--- config.mk ---
export PLATFORM = sky130hd
export DESIGN_NAME = wptr_full_gen
export DESIGN_NICKNAME = d
export VERILOG_FILES = /design/src/rtl/wptr_full_gen.sv
export SDC_FILE = /design/constraint.sdc
export NUM_CORES = 1
export LEC_CHECK = 0
export BUFFER_PORTS_ARGS = -buffer_cell sky130_fd_sc_hd__buf_4
export CORE_MARGIN = 8
export CORE_UTILIZATION = 50
export CTS_CLUSTER_SIZE = 20
export DETAILED_ROUTE_END_ITERATION = 8
export PLACE_DENSITY = 0.79
export SYNTH_ARGS = -nofsm -noshare
export SYNTH_HDL_FRONTEND = slang
export SYNTH_SLANG_ARGS = --single-unit
--- constraint.sdc ---
create_clock -name wclk -period 2.7 [get_ports wclk]
set_input_delay 0.405 -clock wclk [delete_from_list [all_inputs] [get_ports wclk]]
set_output_delay 0.405 -clock wclk [all_outputs]
set_load 0.03 [all_outputs]
--- src/rtl/wptr_full_gen.sv ---
// Write-side pointer and full-flag generator for the async CDC FIFO: binary/Gray write pointer plus registered full.
// Optional almost-full flag enabled by defining WAFULL_EN; otherwise wafull is tied low.
`ifndef WPTR_WIDTH
`define WPTR_WIDTH 8
`endif

module wptr_full_gen #(
  parameter int PTR_WIDTH    = `WPTR_WIDTH,
  parameter int AFULL_MARGIN = 4
) (
  input  logic                 wclk,
  input  logic                 wrst,
  input  logic                 winc,
  input  logic [PTR_WIDTH-1:0] rptr_gray_sync,
  output logic [PTR_WIDTH-2:0] waddr,
  output logic [PTR_WIDTH-1:0] wptr_bin,
  output logic [PTR_WIDTH-1:0] wptr_gray,
  output logic                 wfull,
  output logic                 wafull
);

  logic                 accept;
  logic [PTR_WIDTH-1:0] bin_next;
  logic [PTR_WIDTH-1:0] gray_next;
  logic [PTR_WIDTH-1:0] full_cmp;
  logic                 full_next;

  // Acceptance uses the registered full flag, so a write in the cycle the read side frees space is still dropped.
  always_comb begin
    accept    = winc & ~wfull;
    bin_next  = wptr_bin + {{(PTR_WIDTH-1){1'b0}}, accept};
    gray_next = (bin_next >> 1) ^ bin_next;
    full_cmp  = {~rptr_gray_sync[PTR_WIDTH-1:PTR_WIDTH-2], rptr_gray_sync[PTR_WIDTH-3:0]};
    full_next = (gray_next == full_cmp);
  end

  assign waddr = wptr_bin[PTR_WIDTH-2:0];

  always_ff @(posedge wclk) begin
    if (wrst) begin
      wptr_bin  <= '0;
      wptr_gray <= '0;
      wfull     <= 1'b0;
    end else begin
      wptr_bin  <= bin_next;
      wptr_gray <= gray_next;
      wfull     <= full_next;
    end
  end

`ifdef WAFULL_EN
  localparam logic [PTR_WIDTH-1:0] AFULL_LEVEL = PTR_WIDTH'(2**(PTR_WIDTH-1) - AFULL_MARGIN);

  logic [PTR_WIDTH-1:0] rbin;
  logic [PTR_WIDTH-1:0] occ_next;

  // Each binary bit is the XOR of all Gray bits at or above it.
  always_comb begin
    rbin = '0;
    for (int i = 0; i < PTR_WIDTH; i++) begin
      rbin[i] = ^(rptr_gray_sync >> i);
    end
    occ_next = bin_next - rbin;
  end

  always_ff @(posedge wclk) begin
    if (wrst) begin
      wafull <= 1'b0;
    end else begin
      wafull <= (occ_next >= AFULL_LEVEL) | full_next;
    end
  end
`else
  assign wafull = 1'b0;
`endif

endmodule

==> results of run 1 <==
[through the flow]
| stage | setup slack (ns) | utilization (%) | hold WS (ns) | total power, mW |
|---|---|---|---|---|
| after floorplan | 0.777 | - | 0.474 | 0.346 |
| after global placement | 0.547 | 60.3 | 0.590 | 0.377 |
| after detailed placement | 0.439 | 60.3 | 0.600 | 0.379 |
| after CTS | 0.585 | 61.9 | 0.401 | 0.539 |
| after global routing | 0.435 | 61.9 | 0.416 | 0.561 |
| final | 0.607 | 61.9 | 0.398 | 0.535 |
[worst min path at each step]
stage / slack (ns) / endpoint / cells past startpoint / from
after CTS: 0.40 / wfull / 3 / rptr_gray_sync[4]
after detailed placement: 0.60 / wptr_bin[6] / 2 / wptr_bin[6]
final: 0.40 / wptr_bin[7] / 2 / wrst
after global routing: 0.42 / wfull / 3 / rptr_gray_sync[4]
after floorplan: 0.47 / wptr_bin[6] / 1 / wrst
after global placement: 0.59 / wptr_bin[6] / 2 / wptr_bin[6]
[placed cells by master, fill, tap and decap left out, drive strengths merged, types with 3 or more instances in the layout]
cell type	synthesis	layout
a21oi	4	4
buf	16	35
clkbuf	1	4
dfxtp	16	16
nand2	5	5
nand2b	3	3
nand3	3	3
nand4	3	3
nor2	17	17
nor2b	3	3
o21ai	3	3
xnor2	14	14
xor2	8	8
[synth_stat cells (all sizes together), types with 2 or more instances]
master   number  area, µm²
nand2         5       21.3
xnor3         2       45.0
dfxtp        16        320
nand4b        2       17.5
o21ai         3       15.0
ha            2       25.0
xor2          8       77.6
buf          16        119
a21oi         4       20.0
nor2b         3       18.8
nand3         3       20.0
or3           2       12.5
nor3          2       10.0
o2bb2ai       2       17.5
nand2b        3       18.8
inv           2       7.51
nor2         17       63.8
mux2i         2       20.0
nand4         3       25.0
o31a          2       18.8
xnor2        14        130
[registers in the layout, summed over array words and instances (netlist names)]
| signal | cells |
|---|---|
| wfull | 1 |
| wptr_bin | 8 |
| wptr_gray | 7 |
[kinds of logic after synthesis]
family	Yosys count	synth area share, %
AND/OR/NAND/NOR	44	21.7
XOR/XNOR	24	22.3
buffers and inverters	19	11.5
AO/OA/AOI/OAI	17	11.9
flip-flops	16	28.3
adder cells (fa/ha/maj)	2	2.21
multiplexers	2	1.77
other	1	0.331
[cell type report]
| type | count | area, µm² | area share [%] |
|---|---|---|---|
| well taps | 28 | 35.0 | 2.61 |
| inverters | 2 | 7.51 | 0.559 |
| flip-flops and latches | 16 | 320 | 23.8 |
| clock buffers | 4 | 36.3 | 2.70 |
| multi-input cells | 90 | 682 | 50.7 |
| repair buffers | 35 | 263 | 19.6 |
[per-layer routing]
layer / vias up / global-route usage [%] / part of all wire [%]
met1: 392 / 13.6 / 43
met3: 8 / 4.77 / 9.3
met2: 35 / 18.5 / 45
li1: 457 / - / -
met5: - / 0 / 0
met4: 0 / 5.57 / 2.2
[power by group]
part	internal [mW]	total [mW]	switching, mW	leakage, nW
registers	0.244	0.253	0.00971	0.130
logic	0.0549	0.119	0.0644	0.405
clock network	0.0822	0.162	0.0803	0.0210
[worst max-delay path, cell delays in order, from the launching register on]
cell and delay (ns):
dfxtp_1 0.33, nor2b_1 0.15, ha_1 0.41, nand4_1 0.24, or3_1 0.41, nand4_2 0.13, xnor2_1 0.09, nor4_2 0.24
==> results.json, run 1 <==
{
  "power_density_nw_per_um2": 398,
  "synth-main-ff-cell": "dfxtp_1",
  "syn_inst": 125,
  "status": "completed",
  "area_growth_pct": 18.7,
  "drv_cap": 0,
  "gp_congestion": 0.852,
  "ys_types": 41,
  "max_freq_ghz": 0.478,
  "place_inst": 171,
  "h-tree-depth": 1,
  "cts_resized": 0,
  "fin_setup_tns_ns": 0,
  "syn_area_um2": 1130,
  "core-area_um2": 2170,
  "maxSlewHeadroom_pct": 62.8,
  "worst_pin_slew_ns": 0.557,
  "nNetsFinal": 161,
  "clockRootBuffer": "clkbuf_4",
  "grt-ovfl-total": 0,
  "r2r-start": "wfull",
  "first_global_vias": 920,
  "peakVddDrop_mv": 0.460,
  "firstDrtPassIters": 7,
  "place_hpwl_um": 1720,
  "grt_pass1_wl_um": 4010,
  "grt_max_degree": 19,
  "drc": 0,
  "synth_edf_count": 0,
  "hold_path_class": "input pin to register",
  "cts_tree": "built",
  "finalHoldViolCount": 0,
  "startpoint_type": "register",
  "fp.dieW_um": 63.6,
  "antenna_cells": 0,
  "io_buffers": 34,
  "yosysWarnings": 0,
  "clock_skew_ns": 0.00564,
  "final_cell_area_um2": 1340,
  "track_usage_pct": 11.8,
  "fp.dieH_um": 63.6,
  "clk_path_buf_depth": 2,
  "hold_buffers": 0,
  "crit_fanout": 14,
  "synth-async-reset-ratio_pct": 0,
  "ys_ff_latch": 16,
  "cts_num_sinks": 16,
  "die_area_um2": 4040,
  "worstPathArrival_ns": 2.30,
  "drt_iter0_markers": 17,
  "ys_seq_area_share_pct": 28.3,
  "r2r_cells": 7,
  "antenna_found_initial": 0,
  "wire_per_inst_um": 12.8,
  "clk_pin_slew_ns": 0.10,
  "final_cells": 175,
  "n_fill_cell": 196,
  "finalSetupViolCount": 0,
  "period_minus_slack_ns": 2.09,
  "vias": 892,
  "cts_buffers": 3,
  "critPathKind": "register to register",
  "r2r_setup_slack_ns": 0.61,
  "r2r-end": "wfull",
  "dpl_cell_area_um2": 1310,
  "num_io_pins": 36,
  "final.period_utilization_pct": 77.5,
  "end_kind": "register",
  "synth_area_per_cell_um2": 9.06,
  "cts_setup_buffers": 0,
  "clkLatencyLatePin_ns": 0.29,
  "p_leak_nw": 0.556,
  "start_util_pct": 52.2,
  "cp-endpoint": "wfull",
  "num_rows": 17,
  "syn_nets": 138,
  "grt_setup_unrepaired": "no",
  "maxSlewViolCount": 0,
  "startpoint": "wfull",
  "cp.required_ns": 2.91,
  "routed_via_density": 5.10,
  "ant_nets": 0,
  "drt_wl_total_um": 2250,
  "drive_above_1_share_pct": 32.7
}
No activity file was read; power rests on OpenSTA's default activity.
==> run 2: changes to the inputs <==
--- a/config.mk
+++ b/config.mk
@@ -7,10 +7,10 @@
 export LEC_CHECK = 0
 export BUFFER_PORTS_ARGS = -buffer_cell sky130_fd_sc_hd__buf_4
 export CORE_MARGIN = 8
-export CORE_UTILIZATION = 50
+export CORE_UTILIZATION = 45
 export CTS_CLUSTER_SIZE = 20
 export DETAILED_ROUTE_END_ITERATION = 8
-export PLACE_DENSITY = 0.79
+export PLACE_DENSITY = 0.75
 export SYNTH_ARGS = -nofsm -noshare
 export SYNTH_HDL_FRONTEND = slang
 export SYNTH_SLANG_ARGS = --single-unit
==> constraint.sdc (replaced) <==
create_clock -name wclk -period 1.8 [get_ports wclk]
set_input_delay 0.27 -clock wclk [delete_from_list [all_inputs] [get_ports wclk]]
set_output_delay 0.27 -clock wclk [all_outputs]
set_load 0.03 [all_outputs]
==> run 2 against run 1 <==
  * The run now ends with setup timing left
  * Highest routed layer unchanged
  * Clock skew up 0.0040 ns
  * First-iteration DRC count up 130%
  * Largest cell class unchanged
  * Flip-flop and latch count unchanged
  * Hold slack worse by 0.15 ns
  * Critical endpoint unchanged
  * Largest power group unchanged
  * Clock power up 29%
  * Die area up 8.2%
  * Critical path type unchanged
  * Non-clock buffer count up 29
  * Setup slack worse by 0.66 ns
  * Sequential share of layout area down 4.2 points
  * Core utilization up 6.8 points
  * Cell area up 24%
==> results.json, run 2 (synthesis results as in run 1) <==
{
  "status": "finished, violations left",
  "violations": "setup timing",
  "whs_endpoint": "wfull",
  "r2r_cells": 10,
  "crit_fanout": 5,
  "hold_depth": 3,
  "area_growth_pct": 47.6,
  "startpoint": "wfull",
  "fp.dieH_um": 66.2,
  "clk_pin_slew_ns": 0.10,
  "num_rows": 18,
  "place_hpwl_um": 2190,
  "p_total_mw": 0.853,
  "clk_path_buf_depth": 2,
  "hold_buffers": 0,
  "core-area_um2": 2430,
  "die_area_um2": 4380,
  "track_usage_pct": 13.7,
  "antenna_cells": 0,
  "final_common_cell": "buf_4",
  "drt_wl_total_um": 3140,
  "layout_common_cells": "buf_4 (61), nor2_1 (16), xnor2_1 (12), dfxtp_1 (12), xor2_1 (7)",
  "cp.required_ns": 2.00,
  "vias": 1064,
  "drive_above_1_share_pct": 51.1,
  "largest_reg_flops": 8,
  "clkLatencyLatePin_ns": 0.30,
  "cts_buffers": 3,
  "drt_iter0_markers": 39,
  "h-tree-depth": 1,
  "start_util_pct": 46.6,
  "final.period_utilization_pct": 103,
  "clock_skew_ns": 0.00960,
  "io_buffers": 34,
  "hold_path_class": "input pin to register",
  "startpoint_type": "register",
  "maxSlewViolCount": 0,
  "nNetsFinal": 190,
  "gp_congestion": 0.851,
  "dpl_cell_area_um2": 1480,
  "place_inst": 191,
  "max_freq_ghz": 0.541,
  "grt_setup_unrepaired": "yes",
  "period_minus_slack_ns": 1.85,
  "clockRootBuffer": "clkbuf_4",
  "peakVddDrop_mv": 0.444,
  "critPathKind": "register to register",
  "grt_max_degree": 17,
  "grt-ovfl-total": 0,
  "antenna_found_initial": 0,
  "routed_via_density": 5.17,
  "worstPathArrival_ns": 2.05,
  "firstDrtPassIters": 4,
  "p_leak_nw": 0.727,
  "fin_ws_ns": -0.0485,
  "cts_tree": "built",
  "final_cells": 206,
  "drc": 0,
  "reg_top3": "wptr_bin: 8 flops, wptr_gray: 7 flops, wfull: 1 flops",
  "power_density_nw_per_um2": 510,
  "first_global_vias": 1037,
  "fp.dieW_um": 66.2,
  "finalSetupViolCount": 1,
  "largest-register": "wptr_bin",
  "ant_nets": 0,
  "r2r-end": "wfull",
  "finalHoldViolCount": 0,
  "end_kind": "register",
  "num_io_pins": 36,
  "min_from": "rptr_gray_sync[4]",
  "final_cell_area_um2": 1670,
  "r2r-start": "wfull",
  "cts_num_sinks": 16,
  "grt_pass1_wl_um": 4810,
  "drv_cap": 0,
  "wire_per_inst_um": 15.2,
  "r2r_setup_slack_ns": -0.05
}
==> run 2: cell count changes in the layout (fill, tap and decap cells not counted), sizes merged <==
| cell | before | now |
|---|---|---|
| buf | 35 | 63 |
| clkbuf | 4 | 5 |
==> run 2: area by class of cell <==
cell class / instances / area (µm²)
well taps: 30 / 37.5
flip-flops and latches: 16 / 328
fillers: 192 / 761
multi-input cells: 90 / 764
repair buffers: 64 / 508
inverters: 2 / 7.51
clock buffers: 4 / 26.3
==> run 2: timing repair <==
item,CTS,global route
cloned,0,1
endpoints found under the setup margin,2,2
setup buffers,1,9
resized for setup,6,5
pin swaps,1,6
==> run 2: worst max-delay path by stage <==
stage | to | slack (ns)
final | wfull | -0.05
after global routing | wfull | -0.15
after CTS | wfull | 0.003
after detailed placement | wfull | -0.16
after global placement | wfull | -0.14
after floorplan | wfull | -0.002
==> run 2: per-stage QoR <==
stage	TNS [ns]	worst slack, ns	util, %	hold slack (ns)
final	-0.0485	-0.0485	68.7	0.246
after global routing	-0.291	-0.148	68.7	0.246
after CTS	0	0.00283	63.6	0.247
after detailed placement	-0.215	-0.159	60.9	0.569
after global placement	-0.152	-0.138	60.9	0.570
after floorplan	-0.00157	-0.00157	-	0.334
==> run 2: power by group <==
group | switching (mW) | internal (mW)
clock | 0.123 | 0.0864
sequential | 0.0135 | 0.365
combinational | 0.126 | 0.140
==> run 2: worst max-delay path, cell delays in order, from the launching register on <==
cell and delay (ns):
dfxtp_4 0.37, nor2b_4 0.16, ha_4 0.18, buf_4 0.12, clkbuf_16 0.13, buf_4 0.10, xor2_1 0.19, nor2_1 0.08
a22o_1 0.21, o2111ai_2 0.17, nor4_2 0.05
==> run 2: per-layer routing <==
metal	vias up	GRT usage (%)	routed length, µm
met5	-	0	0
met2	30	24.1	1600
met1	508	15.8	1290
met3	7	2.54	187
met4	0	5.87	61
li1	519	-	-
